==> src/rtl/alu_seq_fsm.sv <==
// Sequenced ALU: on an accepted start it captures two operands and a mask of
// up to eight operations, then runs the enabled operations in ascending index
// order, one per clock. Each executed operation produces a registered result,
// flag and op index, qualified by a one-cycle valid pulse. A one-cycle done
// pulse marks the end of the sequence.
module alu_seq_fsm #(
  parameter int WIDTH = 8
) (
  input  logic             clk,
  input  logic             reset,
  input  logic             start,
  input  logic [WIDTH-1:0] a,
  input  logic [WIDTH-1:0] b,
  input  logic [7:0]       op_mask,
  input  logic             accum,
  output logic [WIDTH-1:0] R,
  output logic             flag,
  output logic [2:0]       op_id,
  output logic             valid,
  output logic             busy,
  output logic             done
);

  typedef enum logic [1:0] {
    IDLE = 2'd0,
    EXEC = 2'd1,
    DONE = 2'd2
  } state_t;

  typedef enum logic [2:0] {
    OP_ADD = 3'd0,
    OP_SUB = 3'd1,
    OP_AND = 3'd2,
    OP_OR  = 3'd3,
    OP_XOR = 3'd4,
    OP_NOT = 3'd5,
    OP_SHL = 3'd6,
    OP_SHR = 3'd7
  } op_t;

  state_t           state;
  logic [WIDTH-1:0] a_q;
  logic [WIDTH-1:0] b_q;
  logic [7:0]       mask_q;
  logic             accum_q;
  logic [2:0]       ptr;

  logic [WIDTH-1:0] alu_r;
  logic             alu_f;
  logic [3:0]       first_idx;
  logic [3:0]       next_idx;

  // Lowest set bit of m at index >= from; returns 8 (bit 3 set) when none.
  function automatic logic [3:0] find_from(input logic [7:0] m, input logic [3:0] from);
    logic [3:0] res;
    res = 4'd8;
    for (int i = 7; i >= 0; i--) begin
      if (m[i] && (4'(i) >= from)) res = 4'(i);
    end
    return res;
  endfunction

  // Skipping disabled ops is purely combinational, so no cycle is spent on them.
  always_comb begin
    first_idx = find_from(op_mask, 4'd0);
    next_idx  = find_from(mask_q, {1'b0, ptr} + 4'd1);
  end

  // Result and flag of the operation selected by the pointer.
  always_comb begin
    // NOTE: every output gets a default before the case so no path can leave
    // a value unassigned and infer a latch.
    alu_r = '0;
    alu_f = 1'b0;
    case (op_t'(ptr))
      OP_ADD: {alu_f, alu_r} = {1'b0, a_q} + {1'b0, b_q};
      OP_SUB: begin
        alu_r = a_q - b_q;
        alu_f = (a_q < b_q);
      end
      OP_AND: alu_r = a_q & b_q;
      OP_OR:  alu_r = a_q | b_q;
      OP_XOR: alu_r = a_q ^ b_q;
      OP_NOT: alu_r = ~a_q;
      OP_SHL: begin
        alu_r = {a_q[WIDTH-2:0], 1'b0};
        alu_f = a_q[WIDTH-1];
      end
      OP_SHR: begin
        alu_r = {1'b0, a_q[WIDTH-1:1]};
        alu_f = a_q[0];
      end
      default: ;
    endcase
    if (ptr inside {3'd2, 3'd3, 3'd4, 3'd5}) alu_f = (alu_r == '0);
  end

  // Sequencer FSM with registered outputs; DONE lasts two cycles: the first
  // waits for the done pulse, the second carries it while busy stays high.
  always_ff @(posedge clk) begin
    if (reset) begin
      // NOTE: sequential state uses non-blocking assignments so every register
      // samples pre-edge values regardless of statement order.
      state   <= IDLE;
      a_q     <= '0;
      b_q     <= '0;
      mask_q  <= '0;
      accum_q <= 1'b0;
      ptr     <= '0;
      R       <= '0;
      flag    <= 1'b0;
      op_id   <= '0;
      valid   <= 1'b0;
      busy    <= 1'b0;
      done    <= 1'b0;
    end else begin
      valid <= 1'b0;
      done  <= 1'b0;
      case (state)
        IDLE: begin
          busy <= 1'b0;
          if (start) begin
            a_q     <= a;
            b_q     <= b;
            mask_q  <= op_mask;
            accum_q <= accum;
            ptr     <= first_idx[2:0];
            busy    <= 1'b1;
            state   <= first_idx[3] ? DONE : EXEC;
          end
        end
        EXEC: begin
          R     <= alu_r;
          flag  <= alu_f;
          op_id <= ptr;
          valid <= 1'b1;
          if (accum_q) a_q <= alu_r;
          if (next_idx[3]) state <= DONE;
          else             ptr   <= next_idx[2:0];
        end
        DONE: begin
          if (!done) begin
            done <= 1'b1;
          end else begin
            busy  <= 1'b0;
            state <= IDLE;
          end
        end
        default: state <= IDLE;
      endcase
    end
  end

endmodule

==> config.mk <==
export PLATFORM = sky130hd
export DESIGN_NAME = alu_seq_fsm
export DESIGN_NICKNAME = d
export VERILOG_FILES = /design/src/rtl/alu_seq_fsm.sv
export SDC_FILE = /design/constraint.sdc
export NUM_CORES = 1
export LEC_CHECK = 0
export CORE_ASPECT_RATIO = 1.4
export CORE_MARGIN = 5
export CORE_UTILIZATION = 50
export CTS_CLUSTER_SIZE = 16
export DETAILED_ROUTE_END_ITERATION = 7
export PLACE_DENSITY = 0.74
export SYNTH_ARGS = -nofsm -noshare
export SYNTH_HDL_FRONTEND = slang
export SYNTH_SLANG_ARGS = --single-unit
==> constraint.sdc <==
create_clock -name clk -period 3.5 [get_ports clk]
set_input_delay 0.35 -clock clk [delete_from_list [all_inputs] [get_ports clk]]
set_output_delay 0.35 -clock clk [all_outputs]
set_load 0.02 [all_outputs]
; ---- Word-level counts from Yosys, hierarchy flattened
; Cells that the tools add are included.
; Widths: inputs -> output; s select.
[totals]
regBits = 45
out_inout_bits = 15
word_cells = 98
input_bits = 28
[op_classes]
n_reduce_logical = 20
eq_ne = 14
n_addsub = 3
bitwise = 5
order_cmp = 9
n_mux = 35
[op_table]
columns = cell, count
row1 = $mux 4, 16
row2 = $pmux 8 s8, 1
row3 = $ge 3x4->1 const A, 4
row4 = $mux 8, 2
row5 = $pmux 8 s2, 1
row6 = $eq 3x3->1 const B, 4
row7 = $ne 2x2->1 const B, 5
row8 = $add 8x8->9, 1
row9 = $reduce_and 3->1, 3
row10 = $and 8x8->8, 1
row11 = $ge 1x4->1 const A, 2
row12 = $ge 2x4->1 const A, 2
row13 = $logic_and 1x1->1, 8
row14 = $logic_not 8->1, 1
row15 = $lt 8x8->1, 1
row16 = $mux 2, 4
row17 = $not 8->8, 1
row18 = $or 8x8->8, 1
row19 = $sub 8x8->8, 1
row20 = $xor 8x8->8, 1
row21 = $eq 3x2->1 const B, 2
row22 = $mux 3, 2
row23 = $pmux 2 s3, 1
row24 = $pmux 3 s2, 1
row25 = 14 further kinds, 20

; ---- Logic depth before layout (Yosys ltp)
; Gate-level depths: netlist (run 1).
[depth]
ltp_word = 13
ltp_mapped = 10
ltp_nobuf = 10

; ---- Worst setup path after synthesis (run 1)
; OpenSTA, ideal clock, no wires.
[synth_path]
path_type = register -> register
startpoint = register a_q[1]
endpoint = register a_q[7]
path_stages_with_launch = 10
n_path_buf = 0
setup_ns = 0.130
required_time_ns = 3.370
setup_slack_ns = 1.068
t_arrival_ns = 2.301
synth_period_minus_slack_ns = 2.432
path_cell_list = dfxtp_1 -> inv_1 -> ha_1 -> o21ba_2 -> or4_1 -> a31oi_1 -> o221ai_1 -> a211o_1 -> nor2_1 -> o41ai_1
[synth_via]
elab_chain_len = 4
elab_cells_between_ends = 5
cone_classes = add/sub: 2 / mux: 3
[synth_lines]
columns = item, line
row1 = start: declaration, 42  ; logic [WIDTH-1:0] a_q;
row2 = start signal: assignment, 137  ; if (accum_q) a_q <= alu_r;
row3 = $sub 8x8->8 or $add 8x8->9 (tied branches), "78, 76"
row4 = $pmux 8 s8 (*), 75  ; case (op_t'(ptr))
row5 = $mux 8 (*), 137
row6 = $pmux 8 s2 (*), 119  ; case (state)
; Mark *: on every way between the ends. The rest lies on a longest branch, timed or not. The select of a mux whose other input is x is not followed.
; A chain may end at the register's enable or synchronous reset.

; ---- Worst setup path after layout (run 1)
[layout_path]
startpoint = register ptr[0]
endpoint = register ptr[1]
[layout_via]
elab_chain_len = 13
elab_cells_between_ends = 29
cone_classes = add/sub: 1 / order compare: 8 / eq/ne: 1 / mux: 10 / reduce/logical: 9
[layout_lines]
columns = item, line
row1 = start: declaration, 46  ; logic [2:0] ptr;
row2 = start signal: assignment, 127  ; ptr <= first_idx[2:0];
row3 = start signal: assignment, 139  ; else ptr <= next_idx[2:0];
row4 = $add 3x1->4 (*), 66  ; next_idx = find_from(mask_q, {1'b0, ptr} + 4'd1);
row5 = $ge 3x4->1, 58  ; if (m[i] && (4'(i) >= from)) res = 4'(i);
row6 = $logic_and 1x1->1, 58
row7 = $mux 4 (7 in series), 58
row8 = $mux 4 (*), 58
row9 = $mux 3 or $ne 2x2->1 (tied branches), -
row10 = $pmux 3 s2 or $reduce_and 3->1 (tied branches), -
; Marked as above.

==> out/qor.yml, run 1 <==
cp.arrival_ps: 2990
drive_gt1_frac: 0.05544
slowest_delay_ps: 410
holdPathStages: 2
crit_buf_inv: 2
cpMostUsedCell: "a211oi_1"
route.vias.total: 3296
r2r-start: "ptr[0]"
setup_ws_ps: 729.8
tritoncts: "yes"
start_util: 0.5155
drc: 0
grt_pass1_vias: 3130
die_h_um: 104.7
via_per_inst: 6.092
cp-end-kind: "flop"
area_growth_pct: 18.99
htree_num_levels: 2
synthFlopType: "dfxtp_1"
async_flop_share: 0
postPlaceCellArea_mm2: 0.003694
power.density_mw_per_mm2: 575.2
yosysWarningCount: 0
p_leak_nw: 1.463
drt_wl_total_um: 9516
pre_cts_slack_ps: 783.9
cp_top_family: "compound AO/OA/AOI/OAI gates"
hold_end: "mask_q[1]"
synth_cell_type_count: 54
cts_made_buffers: 5
grt_overflow_total: 0
pin_count: 43
fmax_mhz: 361.0
n_antenna_cell: 0
r2r_slack_ps: 730
maxCapViolations: 0
antenna_found_initial: 0
io_buffers: 42
final-setup-viol-count: 0
drt_pass1_iterations: 5
cts_hold_buffers: 0
slowest_stage: "ha_1"
nFillCells: 591
reg2regPathDepth: 10
dieArea_mm2: 0.008127
min_path_type: "flop to flop"
min_from: "mask_q[1]"
grt_max_degree: 47
timing.rr.end: "ptr[1]"
core.rowCount: 34
core_area_mm2: 0.006211
synth_cells: 433
wl_per_cell_um: 17.59
ant_nets: 0
final_cell_mix: "nand2_1, a21oi_1, dfxtp_1, clkdlybuf4s50_1, inv_1"
skew_ps: 8.877
period_share: 0.7915
clockRootBuffer: "clkbuf_8"
fin_area_mm2: 0.003810
status: "completed"
relSlewSlack: 0.5392
chipWidth_um: 77.63
grt_usage: 0.2294
path_cells: "inv_1 -> ha_1 -> buf_4 -> or3b_1 -> a21oi_1 -> a31oi_1 -> o21a_1 -> nor2_1 -> a211oi_1 -> a211oi_1"
avgSynthCellArea_um2: 7.395
hpwl_um: 7147
mostFrequentLayoutCell: "nand2_1"
crit_type: "flop to flop"
ctsResizeCount: 0
ys_seq_area_frac: 0.2814
worst_skew_pair.late_latency_ps: 310
grt_pass1_wl_um: 15410
synth_area_mm2: 0.003202
cp-start-kind: "flop"
routabilityCongestion: 1.007
peakVddDrop_v: 0.0003546
syn_nets: 494
path_max_fanout: 9
cts_buffer_depth: 2
cts_setup_buffers: 0
yosys_register_bits: 45
hold_viol: 0
synth_edf_count: 0
timing.setup.tns_ps: 0
cts_sinks: 45
maxSlewViolCount: 0
clk_pin_slew_ps: 90
fin_nets: 529
worst_slew_pin_slew_ps: 689.5
required_ps: 3720
rsz0062_at_grt: "no"
drtIter0Drc: 242
period_needed_ps: 2770
registers in the layout, summed over array words and instances, names as in the netlist:
| name | count |
|---|---|
| b_q | 8 |
| R | 8 |
| state | 2 |
| mask_q | 8 |
| op_id | 3 |
| flag | 1 |
| a_q | 8 |
| busy | 1 |
| accum_q | 1 |
| done | 1 |
| ptr | 3 |
| valid | 1 |
cells by family (layout without fill, tap and decap cells):
logic type	Yosys count	after routing	synth area share
compound gates	134	134	0.2825
buf+inv	59	95	0.06995
fa+ha+maj	33	33	0.1336
simple gates	162	162	0.2325
flops	45	45	0.2814
Yosys cell counts, types with 5 or more instances:
cell,n,area [um^2]
clkbuf_1,19,71.32
nand2b_1,6,37.54
dfxtp_1,45,900.9
a211oi_1,10,75.07
o21ai_0,17,85.08
nor2_1,34,127.6
ha_1,31,387.9
inv_1,35,131.4
a21oi_1,49,245.2
nand2_1,74,277.8
a222oi_1,5,50.05
a221oi_1,5,43.79
nor3_1,19,95.09
nor2b_1,7,43.79
through the flow:
step | instances | total power, mW | utilization | hold slack (ps)
6_report | 541 | 2.191 | 0.6134 | 464.4
2_1_floorplan | 433 | 1.412 | - | 431.8
5_1_grt | 541 | 2.330 | 0.6134 | 497.7
3_3_place_gp | 533 | 1.753 | 0.5947 | 443.9
4_1_cts | 541 | 2.182 | 0.6134 | 467.1
3_5_place_dp | 533 | 1.759 | 0.5947 | 453.1
area by class of cell:
class                           count  area (um^2)  area share
Clock buffer                        5        68.82     0.01806
Multi-Input combinational cell    329         2079      0.5458
Inverter                           36        135.1     0.03547
Timing Repair Buffer               51        488.0      0.1281
Clock inverter                      3        47.55     0.01248
Sequential cell                    45        900.9      0.2365
Tap cell                           72        90.09     0.02365
metal layers:
metal / share of wire / up-vias / global-route usage
li1: - / 1602 / -
met1: 0.41 / 1562 / 0.2730
met2: 0.52 / 105 / 0.4026
met3: 0.039 / 27 / 0.03442
met4: 0.034 / 0 / 0.09582
met5: 0 / - / 0
worst max path at each step:
stage / slack [ps] / cells after the start / from / to
6_report: 730 / 10 / ptr[0] / ptr[1]
5_1_grt: 510 / 10 / ptr[0] / ptr[1]
4_1_cts: 770 / 9 / a_q[1] / a_q[7]
3_5_place_dp: 780 / 9 / a_q[1] / a_q[7]
3_3_place_gp: 850 / 10 / ptr[0] / ptr[0]
2_1_floorplan: 1070 / 9 / a_q[1] / a_q[7]
worst register-to-register path: stages (launching register included):
cell and delay, ps:
dfxtp_1 360, inv_1 150, ha_1 410, buf_4 250
or3b_1 380, a21oi_1 200, a31oi_1 130, o21a_1 250
nor2_1 210, a211oi_1 90, a211oi_1 240
where the power goes:
group / switching (mW) / internal (mW) / leakage (nW) / total, mW
Clock: 0.205 / 0.218 / 0.0591 / 0.424
Sequential: 0.0850 / 0.592 / 0.369 / 0.677
Combinational: 0.655 / 0.436 / 1.04 / 1.09
Total: 0.946 / 1.25 / 1.46 / 2.19
No activity file was read; power rests on OpenSTA's default activity.
==> run 2: changes to the inputs <==
==> constraint.sdc (replaced) <==
create_clock -name clk -period 2.6 [get_ports clk]
set_input_delay 0.26 -clock clk [delete_from_list [all_inputs] [get_ports clk]]
set_output_delay 0.26 -clock clk [all_outputs]
set_load 0.02 [all_outputs]
==> run 2 against run 1 <==
  * Final cell count grew 6.7%
  * Setup slack lost 670 ps
  * Non-clock buffer count grew 36
  * Flip-flop and latch count is the same
  * Hold slack gained 4.4 ps
  * Utilization grew 5.5 points
  * Clock power grew 30%
  * Combinational power grew 64%
  * Clock skew shrank 0.74 ps
  * Critical path depth is the same
  * Largest power group unchanged
==> out/qor.yml, run 2 (synthesized netlist as in run 1, its figures left out) <==
crit_type: "flop to flop"
hpwl_um: 7793
reg2regPathDepth: 10
combPwrFrac: 0.553
worst_skew_pair.late_latency_ps: 300
mostFrequentLayoutCell: "nand2_1"
cp.arrival_ps: 2760
r2r_slack_ps: 60
maxSlewViolCount: 0
status: "completed"
n_antenna_cell: 0
timing.rr.end: "a_q[5]"
cts_made_buffers: 5
cts_hold_buffers: 0
grt_pass1_vias: 3396
cp-end-kind: "flop"
peakVddDrop_v: 0.0004819
grt_pass1_wl_um: 16620
hold_viol: 0
r2r-start: "b_q[1]"
endpoint: "a_q[5]"
drt_pass1_iterations: 5
fin_nets: 565
cp-start-kind: "flop"
drtIter0Drc: 239
io_buffers: 42
pin_count: 43
switching_power_mw: 1.343
core.rowCount: 34
core_area_mm2: 0.006211
p_leak_nw: 1.653
final-setup-viol-count: 0
min_from: "R[5]"
grt_usage: 0.2512
final_cell_mix: "nand2_1, a21oi_1, buf_4, dfxtp_1, clkdlybuf4s50_1"
die_h_um: 104.7
path_max_fanout: 4
via_per_inst: 6.012
relSlewSlack: 0.6222
stdcell_count: 577
cts_buffer_depth: 2
maxCapViolations: 0
nFillCells: 579
grt_overflow_total: 0
power.density_mw_per_mm2: 778.4
start_util: 0.5155
skew_ps: 8.138
ant_nets: 0
intPower_mw: 1.887
clk_pin_slew_ps: 90
worst_slew_pin_slew_ps: 565.6
holdPathStages: 2
cts_sinks: 45
required_ps: 2820
min_path_type: "flop to flop"
drt_wl_total_um: 10110
area_growth_pct: 29.58
grt_max_degree: 47
route.vias.total: 3469
htree_num_levels: 2
pre_cts_slack_ps: -117.5
drc: 0
clockRootBuffer: "clkbuf_8"
wl_per_cell_um: 17.52
tritoncts: "yes"
chipWidth_um: 77.63
setup_ws_ps: 55.46
clkPwrFrac: 0.171
fmax_mhz: 393.0
antenna_found_initial: 0
crit_path_start: "b_q[1]"
sw_frac_of_total: 0.4158
dieArea_mm2: 0.008127
routabilityCongestion: 0.9479
seqPwrFrac: 0.276
period_needed_ps: 2545
period_share: 0.9787
dp_cells: 565
drive_gt1_frac: 0.1584
## run 2: changes by cell type in the layout (fill, tap and decap cells not counted), moves of 2 or more
cell / before / now
buf_4: 9 / 45
ha_1: 31 / 26
ha_2: 0 / 5
a21oi_1: 49 / 46
a21oi_2: 0 / 3
dfxtp_1: 45 / 43
dfxtp_2: 0 / 2
## run 2: through the flow
stage / utilization / hold slack, ps / power [mW] / area [um^2] / setup TNS (ps)
finish: 0.6680 / 468.8 / 3.230 / 4149 / 0
global route: 0.6680 / 494.7 / 3.453 / 4149 / -206.5
CTS: 0.6533 / 471.4 / 3.128 / 4058 / 0
detailed placement: 0.6334 / 456.8 / 2.556 / 3934 / -117.5
global placement: 0.6334 / 442.5 / 2.546 / 3934 / 0
floorplan: - / 396.0 / 1.901 / 3202 / 0
## run 2: area by class of cell
| type | instances | area (um^2) | share of cell area |
|---|---|---|---|
| Clock buffer | 5 | 68.82 | 0.01659 |
| Clock inverter | 3 | 43.79 | 0.01055 |
| Inverter | 36 | 135.1 | 0.03257 |
| Multi-Input combinational cell | 329 | 2150 | 0.5181 |
| Sequential cell | 45 | 903.4 | 0.2177 |
| Tap cell | 72 | 90.09 | 0.02171 |
| Timing Repair Buffer | 87 | 758.2 | 0.1828 |
## run 2: power by group through the flow
| stage | combinational (mW) | clock (mW) | sequential, mW |
|---|---|---|---|
| floorplan | 0.968 | 0 | 0.933 |
| global placement | 1.65 | 0 | 0.900 |
| detailed placement | 1.65 | 0 | 0.905 |
| CTS | 1.67 | 0.571 | 0.889 |
| global route | 1.94 | 0.601 | 0.909 |
| finish | 1.79 | 0.552 | 0.892 |
## run 2: worst max-delay path: stages, from the launching register on
cell and delay, ps:
dfxtp_1 390, inv_2 90, ha_1 310, o21ba_2 230, or4_4 440, nand2_1 90, o31ai_1 80, a211oi_1 340
buf_4 180, nand2_1 70, a221oi_1 250
## run 2: worst min path at each step
stage                      to  slack (ps)
finish                   R[5]         470
global route        mask_q[1]         490
CTS                  op_id[0]         470
detailed placement   op_id[0]         460
global placement    mask_q[1]         440
floorplan           mask_q[1]         400
## run 2: repair_timing
item                                    4_1_cts  5_1_grt
hold endpoints to repair                      0        0
buffers inserted                              0        4
gates resized for setup                       2       17
endpoints found under the setup margin        1        9
gates cloned                                  0        0
pin swaps                                     0        4
## run 2: layer usage
| metal | global-route usage | vias up | part of all wire |
|---|---|---|---|
| met1 | 0.2970 | 1648 | 0.40 |
| met3 | 0.03787 | 32 | 0.040 |
| met2 | 0.4409 | 114 | 0.52 |
| li1 | - | 1675 | - |
| met5 | 0 | - | 0 |
| met4 | 0.1093 | 0 | 0.037 |
==> variant, RTL diff (settings of run 2) <==
Change the parameter `WIDTH` from 8 to 10.
--- a/src/rtl/alu_seq_fsm.sv
+++ b/src/rtl/alu_seq_fsm.sv
@@ -4,7 +4,7 @@
 // flag and op index, qualified by a one-cycle valid pulse. A one-cycle done
 // pulse marks the end of the sequence.
 module alu_seq_fsm #(
-  parameter int WIDTH = 8
+  parameter int WIDTH = 10
 ) (
   input  logic             clk,
   input  logic             reset,
Interface: changed (resized R, a and b); port bits go from 43 to 49. No check against the original RTL was run, so the function may have changed too.
==> variant against run 2 <==
Power increased by 18%. Sequential power increased by 5.3%. Worst setup slack worse by 0.031 ns. Wire length increased by 40%. Cell area up 40%. Sequential cell count rose by 6. First-iteration DRC count grew 34%. Cell count up 33%. Synthesized area up 23%. Critical path type unchanged. Largest power group unchanged. Highest routed layer unchanged.
==> variant: results (changes against run 2) <==
Layout
  – Signal buffers: 160 (+84%)
  – Final-layout non-clock buffer area share: 23.1% (+4.9 points)
  – Seq Cell Count: 51 (+13%)
  – Filler cell count in the final layout: 587 (+1.4%)
  – Layout net count: 742 (+31%)
  – Sequential cell area share: 17.8% (-3.9 points)
  – Multi-input gate count: 406 (+23%)
  – Fin cells: 767 (+33%)
  – Non-clk invs: 42 (+17%)

Route
  – M1 WL: 5690 µm (+40%)
  – Post-Route WL: 14100 µm (+40%)
  – WL met3: 849 µm (+110%)
  – Drt first-iter violations: 321 (+34%)
  – Vias per cell: 5.84 (-2.8%)
  – Metal2 WL: 7060 µm (+35%)

Run status
  – Status: finished, final reports clean

Global routing
  – Vias in the first global route: 4484 (+32%)
  – Largest net degree at the start of global routing: 52 (+11%)
  – Total track usage: 28.1% (+3.0 points)
  – First-pass GRT wire length: 22000 µm (+32%)

Timing
  – Max Clock Freq: 0.388 GHz (-1.2%)
  – Slew @ Worst Pin: 0.726 ns (+0.160 ns)
  – Hold WS: 0.279 ns (-0.190 ns)

Worst hold path
  – Hold endpoint: flag
  – Min-Delay Startpoint: reset
  – Worst hold stages: 3 (+1)
  – Hold WC Path Type: in -> reg

Setup path
  – Reg2reg setup slack: 0.02 ns (-0.03 ns)
  – R2r endpoint: flag
  – Worst flop-to-flop path startpoint: ptr[2]
  – FF-to-FF path depth: 12 (+2)
  – Crit path max fanout: 6 (+2)

CTS
  – Post-cts resize count: 40 (+38)
  – Setup Fix Bufs, Post-CTS: 8 (+8)
  – Worst-Skew Late Latency: 0.32 ns (+0.02 ns)

Power and ir drop
  – Internal power: 0.00231 W (+23%)
  – Comb pwr: 0.00222 W (+24%)

Synth
  – Net Count, Synth: 608 (+23%)
  – Yosys cell types: 64 (+19%)

Place
  – Placed insts: 747 (+32%)
  – GP Congestion: 0.890 (-6.1%)
  – Pre-CTS WS: -0.182 ns (-0.0649 ns)

Floorplan
  – Row count: 38 (+12%)
==> variant: changes by cell type after synthesis, sizes merged, moves of 8 or more <==
cell and change:
nand2 +12, ha +11, nor3 -11, a21oi +9
nand3 +9, buf +8
==> variant: worst max-delay path: stages, from the launching register on <==
cell       delay, ns
dfxtp_4         0.39
inv_2           0.04
ha_1            0.17
or3_4           0.39
nand2b_4        0.20
a2111oi_4       0.34
o2bb2ai_2       0.20
a2111oi_4       0.09
buf_4           0.15
buf_4           0.12
nor3_2          0.22
nand2_1         0.10
o2bb2ai_1       0.12
==> variant: cells by family after synthesis <==
family / Yosys count / share of synthesized area [%]
compound gates: 166 / 28.9
mux: 2 / 0.538
simple gates: 193 / 22.7
buf+inv: 75 / 7.44
fa+ha+maj: 44 / 14.3
flops: 51 / 25.8
xor+xnor: 1 / 0.222
==> variant: metal layers <==
layer | GRT usage, % | vias to the layer above
li1 | - | 2157
met1 | 33.3 | 2082
met2 | 50.5 | 202
met3 | 3.73 | 42
met5 | 0 | -
met4 | 11.7 | 0
